--- src/rtl/lsu_ctrl.sv ---
// Load/store unit acting as data-memory initiator: one request at a time,
// aligned accesses go out whole, misaligned half/word accesses become byte sequences.
module lsu_ctrl #(
  parameter int SPLIT_EN = 1
) (
  input  logic        clk,
  input  logic        rst,
  input  logic        req_valid,
  output logic        req_ready,
  input  logic        req_we,
  input  logic [1:0]  req_size,
  input  logic        req_unsigned,
  input  logic [31:0] req_addr,
  input  logic [31:0] req_wdata,
  output logic        resp_valid,
  output logic [31:0] resp_rdata,
  output logic        resp_err,
  output logic [31:0] mem_addr,
  output logic [31:0] mem_wdata,
  input  logic [31:0] mem_rdata,
  output logic        mem_read,
  output logic        mem_write,
  output logic [1:0]  mem_size,
  output logic        mem_unsigned
);

  localparam logic [1:0] S_IDLE   = 2'd0;
  localparam logic [1:0] S_ACCESS = 2'd1;
  localparam logic [1:0] S_SPLIT  = 2'd2;
  localparam logic [1:0] S_DONE   = 2'd3;

  localparam logic [1:0] SZ_HALF = 2'b01;
  localparam logic [1:0] SZ_WORD = 2'b10;
  localparam logic [1:0] SZ_ILL  = 2'b11;

  logic [1:0]  state_q, state_d;
  logic [1:0]  k_q, k_d;
  logic        we_q, we_d;
  logic [1:0]  size_q, size_d;
  logic        uns_q, uns_d;
  logic [31:0] addr_q, addr_d;
  logic [31:0] wdata_q, wdata_d;
  logic        err_q, err_d;
  logic [31:0] result_q, result_d;
  logic [31:0] resp_rdata_q, resp_rdata_d;

  logic        misaligned;
  logic [31:0] merged;
  logic [31:0] wdata_shift;
  logic [1:0]  last_k;

  always_comb begin
    misaligned  = ((req_size == SZ_HALF) && req_addr[0]) ||
                  ((req_size == SZ_WORD) && (req_addr[1:0] != 2'b00));
    last_k      = (size_q == SZ_HALF) ? 2'd1 : 2'd3;
    wdata_shift = wdata_q >> {k_q, 3'b000};
    // Result with the byte arriving this cycle dropped into lane k.
    merged = result_q;
    merged[{k_q, 3'b000} +: 8] = mem_rdata[7:0];
  end

  always_comb begin
    state_d      = state_q;
    k_d          = k_q;
    we_d         = we_q;
    size_d       = size_q;
    uns_d        = uns_q;
    addr_d       = addr_q;
    wdata_d      = wdata_q;
    err_d        = err_q;
    result_d     = result_q;
    resp_rdata_d = resp_rdata_q;
    req_ready    = 1'b0;
    resp_valid   = 1'b0;
    resp_err     = 1'b0;
    mem_addr     = 32'd0;
    mem_wdata    = 32'd0;
    mem_read     = 1'b0;
    mem_write    = 1'b0;
    mem_size     = 2'b00;
    mem_unsigned = 1'b0;

    case (state_q)
      S_IDLE: begin
        req_ready = 1'b1;
        if (req_valid) begin
          we_d     = req_we;
          size_d   = req_size;
          uns_d    = req_unsigned;
          addr_d   = req_addr;
          wdata_d  = req_wdata;
          err_d    = 1'b0;
          result_d = 32'd0;
          k_d      = 2'd0;
          if ((req_size == SZ_ILL) || (misaligned && (SPLIT_EN == 0))) begin
            state_d      = S_DONE;
            err_d        = 1'b1;
            resp_rdata_d = 32'd0;
          end else if (misaligned) begin
            state_d = S_SPLIT;
          end else begin
            state_d = S_ACCESS;
          end
        end
      end
      S_ACCESS: begin
        mem_addr     = addr_q;
        mem_size     = size_q;
        mem_unsigned = uns_q;
        mem_wdata    = wdata_q;
        mem_read     = !we_q;
        mem_write    = we_q;
        resp_rdata_d = we_q ? 32'd0 : mem_rdata;
        state_d      = S_DONE;
      end
      S_SPLIT: begin
        mem_addr     = addr_q + {30'd0, k_q};
        mem_size     = 2'b00;
        mem_unsigned = 1'b1;
        mem_wdata    = {24'd0, wdata_shift[7:0]};
        mem_read     = !we_q;
        mem_write    = we_q;
        result_d     = merged;
        if (k_q == last_k) begin
          state_d = S_DONE;
          if (we_q) begin
            resp_rdata_d = 32'd0;
          end else if (size_q == SZ_HALF) begin
            resp_rdata_d = uns_q ? {16'd0, merged[15:0]} : {{16{merged[15]}}, merged[15:0]};
          end else begin
            resp_rdata_d = merged;
          end
        end else begin
          k_d = k_q + 2'd1;
        end
      end
      default: begin
        resp_valid = 1'b1;
        resp_err   = err_q;
        state_d    = S_IDLE;
      end
    endcase
  end

  assign resp_rdata = resp_rdata_q;

  always_ff @(posedge clk) begin
    if (rst) begin
      state_q      <= S_IDLE;
      k_q          <= 2'd0;
      we_q         <= 1'b0;
      size_q       <= 2'b00;
      uns_q        <= 1'b0;
      addr_q       <= 32'd0;
      wdata_q      <= 32'd0;
      err_q        <= 1'b0;
      result_q     <= 32'd0;
      resp_rdata_q <= 32'd0;
    end else begin
      state_q      <= state_d;
      k_q          <= k_d;
      we_q         <= we_d;
      size_q       <= size_d;
      uns_q        <= uns_d;
      addr_q       <= addr_d;
      wdata_q      <= wdata_d;
      err_q        <= err_d;
      result_q     <= result_d;
      resp_rdata_q <= resp_rdata_d;
    end
  end

endmodule

--- config.mk ---
export PLATFORM = sky130hd
export DESIGN_NAME = lsu_ctrl
export DESIGN_NICKNAME = d
export VERILOG_FILES = /design/src/rtl/lsu_ctrl.sv
export SDC_FILE = /design/constraint.sdc
export NUM_CORES = 1
export LEC_CHECK = 0
export ABC_AREA = 1
export CORE_ASPECT_RATIO = 1.2
export CORE_MARGIN = 3
export CORE_UTILIZATION = 35
export DETAILED_ROUTE_END_ITERATION = 8
export PLACE_DENSITY = 0.63
export SKIP_LAST_GASP = 1
export SYNTH_ARGS = -nofsm -noshare
export SYNTH_HDL_FRONTEND = slang
export SYNTH_SLANG_ARGS = --single-unit
--- constraint.sdc ---
create_clock -name clk -period 2.6 [get_ports clk]
set_input_delay 0.52 -clock clk [delete_from_list [all_inputs] [get_ports clk]]
set_output_delay 0.52 -clock clk [all_outputs]
set_load 0.03 [all_outputs]
==> reports/results.tsv <==
stage	metric	value	unit
floorplanning	die_w	142	um
detailed_routing	viasPerCell	5.18	
timing	fin_crit_sh	109	%
clock_tree	ctsHoldBuffers	0	
floorplanning	die_h	170	um
logic_synthesis	synthMuxAreaShare	0	%
floorplanning	core_area	0.0219	mm^2
clock_tree	path_clk_slew	60	ps
logic_synthesis	synth_edf_count	0	
floorplanning	start_util	35.8	%
status	violations	negative setup slack	
placed_design	dp_hpwl	20900	um
logic_synthesis	yosys_warnings	0	
logic_synthesis	synth_area_leader_cell	dfxtp_1	
logic_synthesis	synth_top_area_share	35.1	%
logic_synthesis	synth_fp_nets	1365	
clock_tree	cts.htree.levels	4	
detailed_routing	vias	9103	
logic_synthesis	synth.area.top_cells	dfxtp_1 (35%), nand2_1 (16%), o21ai_0 (10%)	
global_routing	grt_pass1_wl	45300	um
timing	fmax	353	MHz
power	power.density	828	mW/mm^2
clock_tree	clockBufferDepth	2	
floorplanning	rows	59	
placed_design	gp_congestion	0.898	
hold_path	hold_class	flip-flop to flip-flop	
detailed_routing	drtIter0Drc	611	
placed_design	post_dp_cell_area	0.0104	mm^2
logic_synthesis	seq_area_frac_synth	35.1	%
worst_setup_path	timing.critical_path.arrival	2320	ps
timing	hold_violations	0	
logic_synthesis	synthSimpleGateAreaFrac	31.5	%
layout	num-nets-final	1588	
logic_synthesis	synth.most_common_cell	nand2_1	
clock_tree	clock-sinks	137	
worst_setup_path	worstPathMaxFanout	4	
detailed_routing	dr.pass1.iters	5	
global_routing	groute.usage.overall	23.3	%
layout	areaGrowthSynthToFinish	49.2	%
global_routing	antenna_found_initial	4	
logic_synthesis	netlist_instances	1250	
worst_setup_path	crit_type	flip-flop to primary output	
layout	design_area	0.0117	mm^2
timing	final.setup.worst_slack	-236	ps
detailed_routing	ant_nets	0	
timing	fin_setup_tns	-2980	ps
timing	clock_skew	6.90	ps
timing	period_minus_slack	2840	ps
logic_synthesis	synthTopCellsByCount	nand2_1 (337), o21ai_0 (162), a21oi_1 (155)	
clock_tree	cts_tree	yes	
timing	rsz0062_at_grt	true	
layout	n_antenna_cell	0	
layout	final_core_util	53.4	%
floorplanning	io_pins	207	
global_routing	grt_max_degree	105	
floorplanning	floorplan.die_area	0.0242	mm^2
clock_tree	clk_latency	420	ps
worst_setup_path	cp-end-kind	primary output	
logic_synthesis	synth_cell_types	36	
timing	max-slew-margin-rel	43.7	%
logic_synthesis	async_flop_share	0	%
worst_setup_path	crit_path_start_kind	flip-flop	
status	outcome	complete, but fails checks	
flow_run	maxCapViolCount	0	
clock_tree	cts_made_buffers	17	
layout	fillers	2252	
logic_synthesis	synth_top_family_by_area	simple AND/OR/NAND/NOR gates	
timing	tightest_slew	845	ps
detailed_routing	wire_per_inst	16.6	um
logic_synthesis	ys_ff_latch	137	
global_routing	grt_pass1_vias	8618	
power	leakage	4.55	nW
logic_synthesis	synth_xor_area_share	0	%
layout	layout-drive-gt1-share	20.4	%
logic_synthesis	synth.avg_cell_area	6.26	um^2
detailed_routing	drcViolationCount	0	
timing	drv_slew	0	
logic_synthesis	synth-compound-area-share	23.0	%
power	ir_worst_vdd	0.541	mV
timing	setup_viol_count_final	24	
detailed_routing	wl	29300	um
worst_setup_path	crit_required	2080	ps
logic_synthesis	synth_ff_type	dfxtp_1	
clock_tree	cts-root-buf	clkbuf_16	
placed_design	port-buffer-count	206	
logic_synthesis	synth_fa_ha_area_share	2.02	%
logic_synthesis	syn_area	0.00782	mm^2
global_routing	gr-total-overflow	0	
power	p_total	9.66	mW
-- stage by stage --
step | hold WS [ps] | cells | worst slack (ps)
final | 462 | 1759 | -236
after floorplan | 444 | 1250 | 75.4
after detailed placement | 456 | 1714 | -95.2
after CTS | 466 | 1747 | -190
after global routing | 485 | 1759 | -345
after global placement | 451 | 1714 | -44.0
-- cells in the final DEF, fill, tap and decap left out, types with 20 or more instances in the layout --
cell,count
nand3_1,63
o21ai_0,147
buf_6,30
clkdlybuf4s50_1,136
buf_4,83
a21oi_1,131
nand2_1,321
nor3_1,20
a21oi_2,24
inv_1,72
dfxtp_1,123
nor2_1,122
-- critical path, stage by stage, from the launching register on --
cell and delay (ps):
dfxtp_2 350, ha_4 140, fa_2 250, nand2_4 70, nor2_4 150, nand2_4 90
buf_4 140, nor3_1 260, o21a_1 170, o21ai_2 60, inv_1 60, buf_4 150
-- power breakdown --
part	total [mW]	leakage, nW	internal (mW)	switching [mW]
Sequential	2.77	1.13	2.48	0.281
Combinational	4.34	3.13	1.48	2.87
Clock	2.55	0.292	1.54	1.01
-- logic make-up (layout without fill, tap and decap cells) --
| family | count (synthesis) | in the layout |
|---|---|---|
| AOI/OAI and AO/OA | 344 | 344 |
| adders and majority gates | 12 | 12 |
| and+or+nand+nor | 596 | 596 |
| DFF | 137 | 137 |
| buffers and inverters | 161 | 396 |
-- repair_timing --
item                       in CTS  in global routing
gates resized for setup       114                115
buffers inserted                3                 13
pin swaps                      14                 31
setup endpoints to repair      66                 84
-- registers in the layout (all words and copies together) (netlist names) --
name / cells
we_q: 1
k_q: 2
resp_rdata: 32
wdata_q: 32
result_q: 32
uns_q: 1
size_q: 2
state_q: 2
err_q: 1
addr_q: 32
-- path summary, 6_finish.rpt --
kind | cells past startpoint | startpoint | slack, ps | to
worst min-delay path | 2 | result_q[30] | 460 | result_q[30]
worst min register to register | 2 | result_q[30] | 460 | result_q[30]
worst max register to register | 9 | state_q[0] | 200 | result_q[11]
worst max-delay path | 11 | k_q[0] | -240 | mem_addr[12]
-- final cells by class --
type	count	area (um^2)	share of cell area (%)
well taps	274	343	2.94
multi-input cells	952	4920	42.2
clock buffers	19	443	3.80
inverters	86	332	2.84
clock inverters	12	165	1.42
repair buffers	279	2710	23.2
flip-flops and latches	137	2760	23.7
-- metal layers --
metal	vias up	part of all wire, %	track usage [%]
met1	4174	43	29.6
met3	60	6.6	5.72
li1	4562	-	-
met2	299	47	38.5
met4	8	3.0	8.23
met5	-	0.18	0
(Power assumes the default switching activity.)
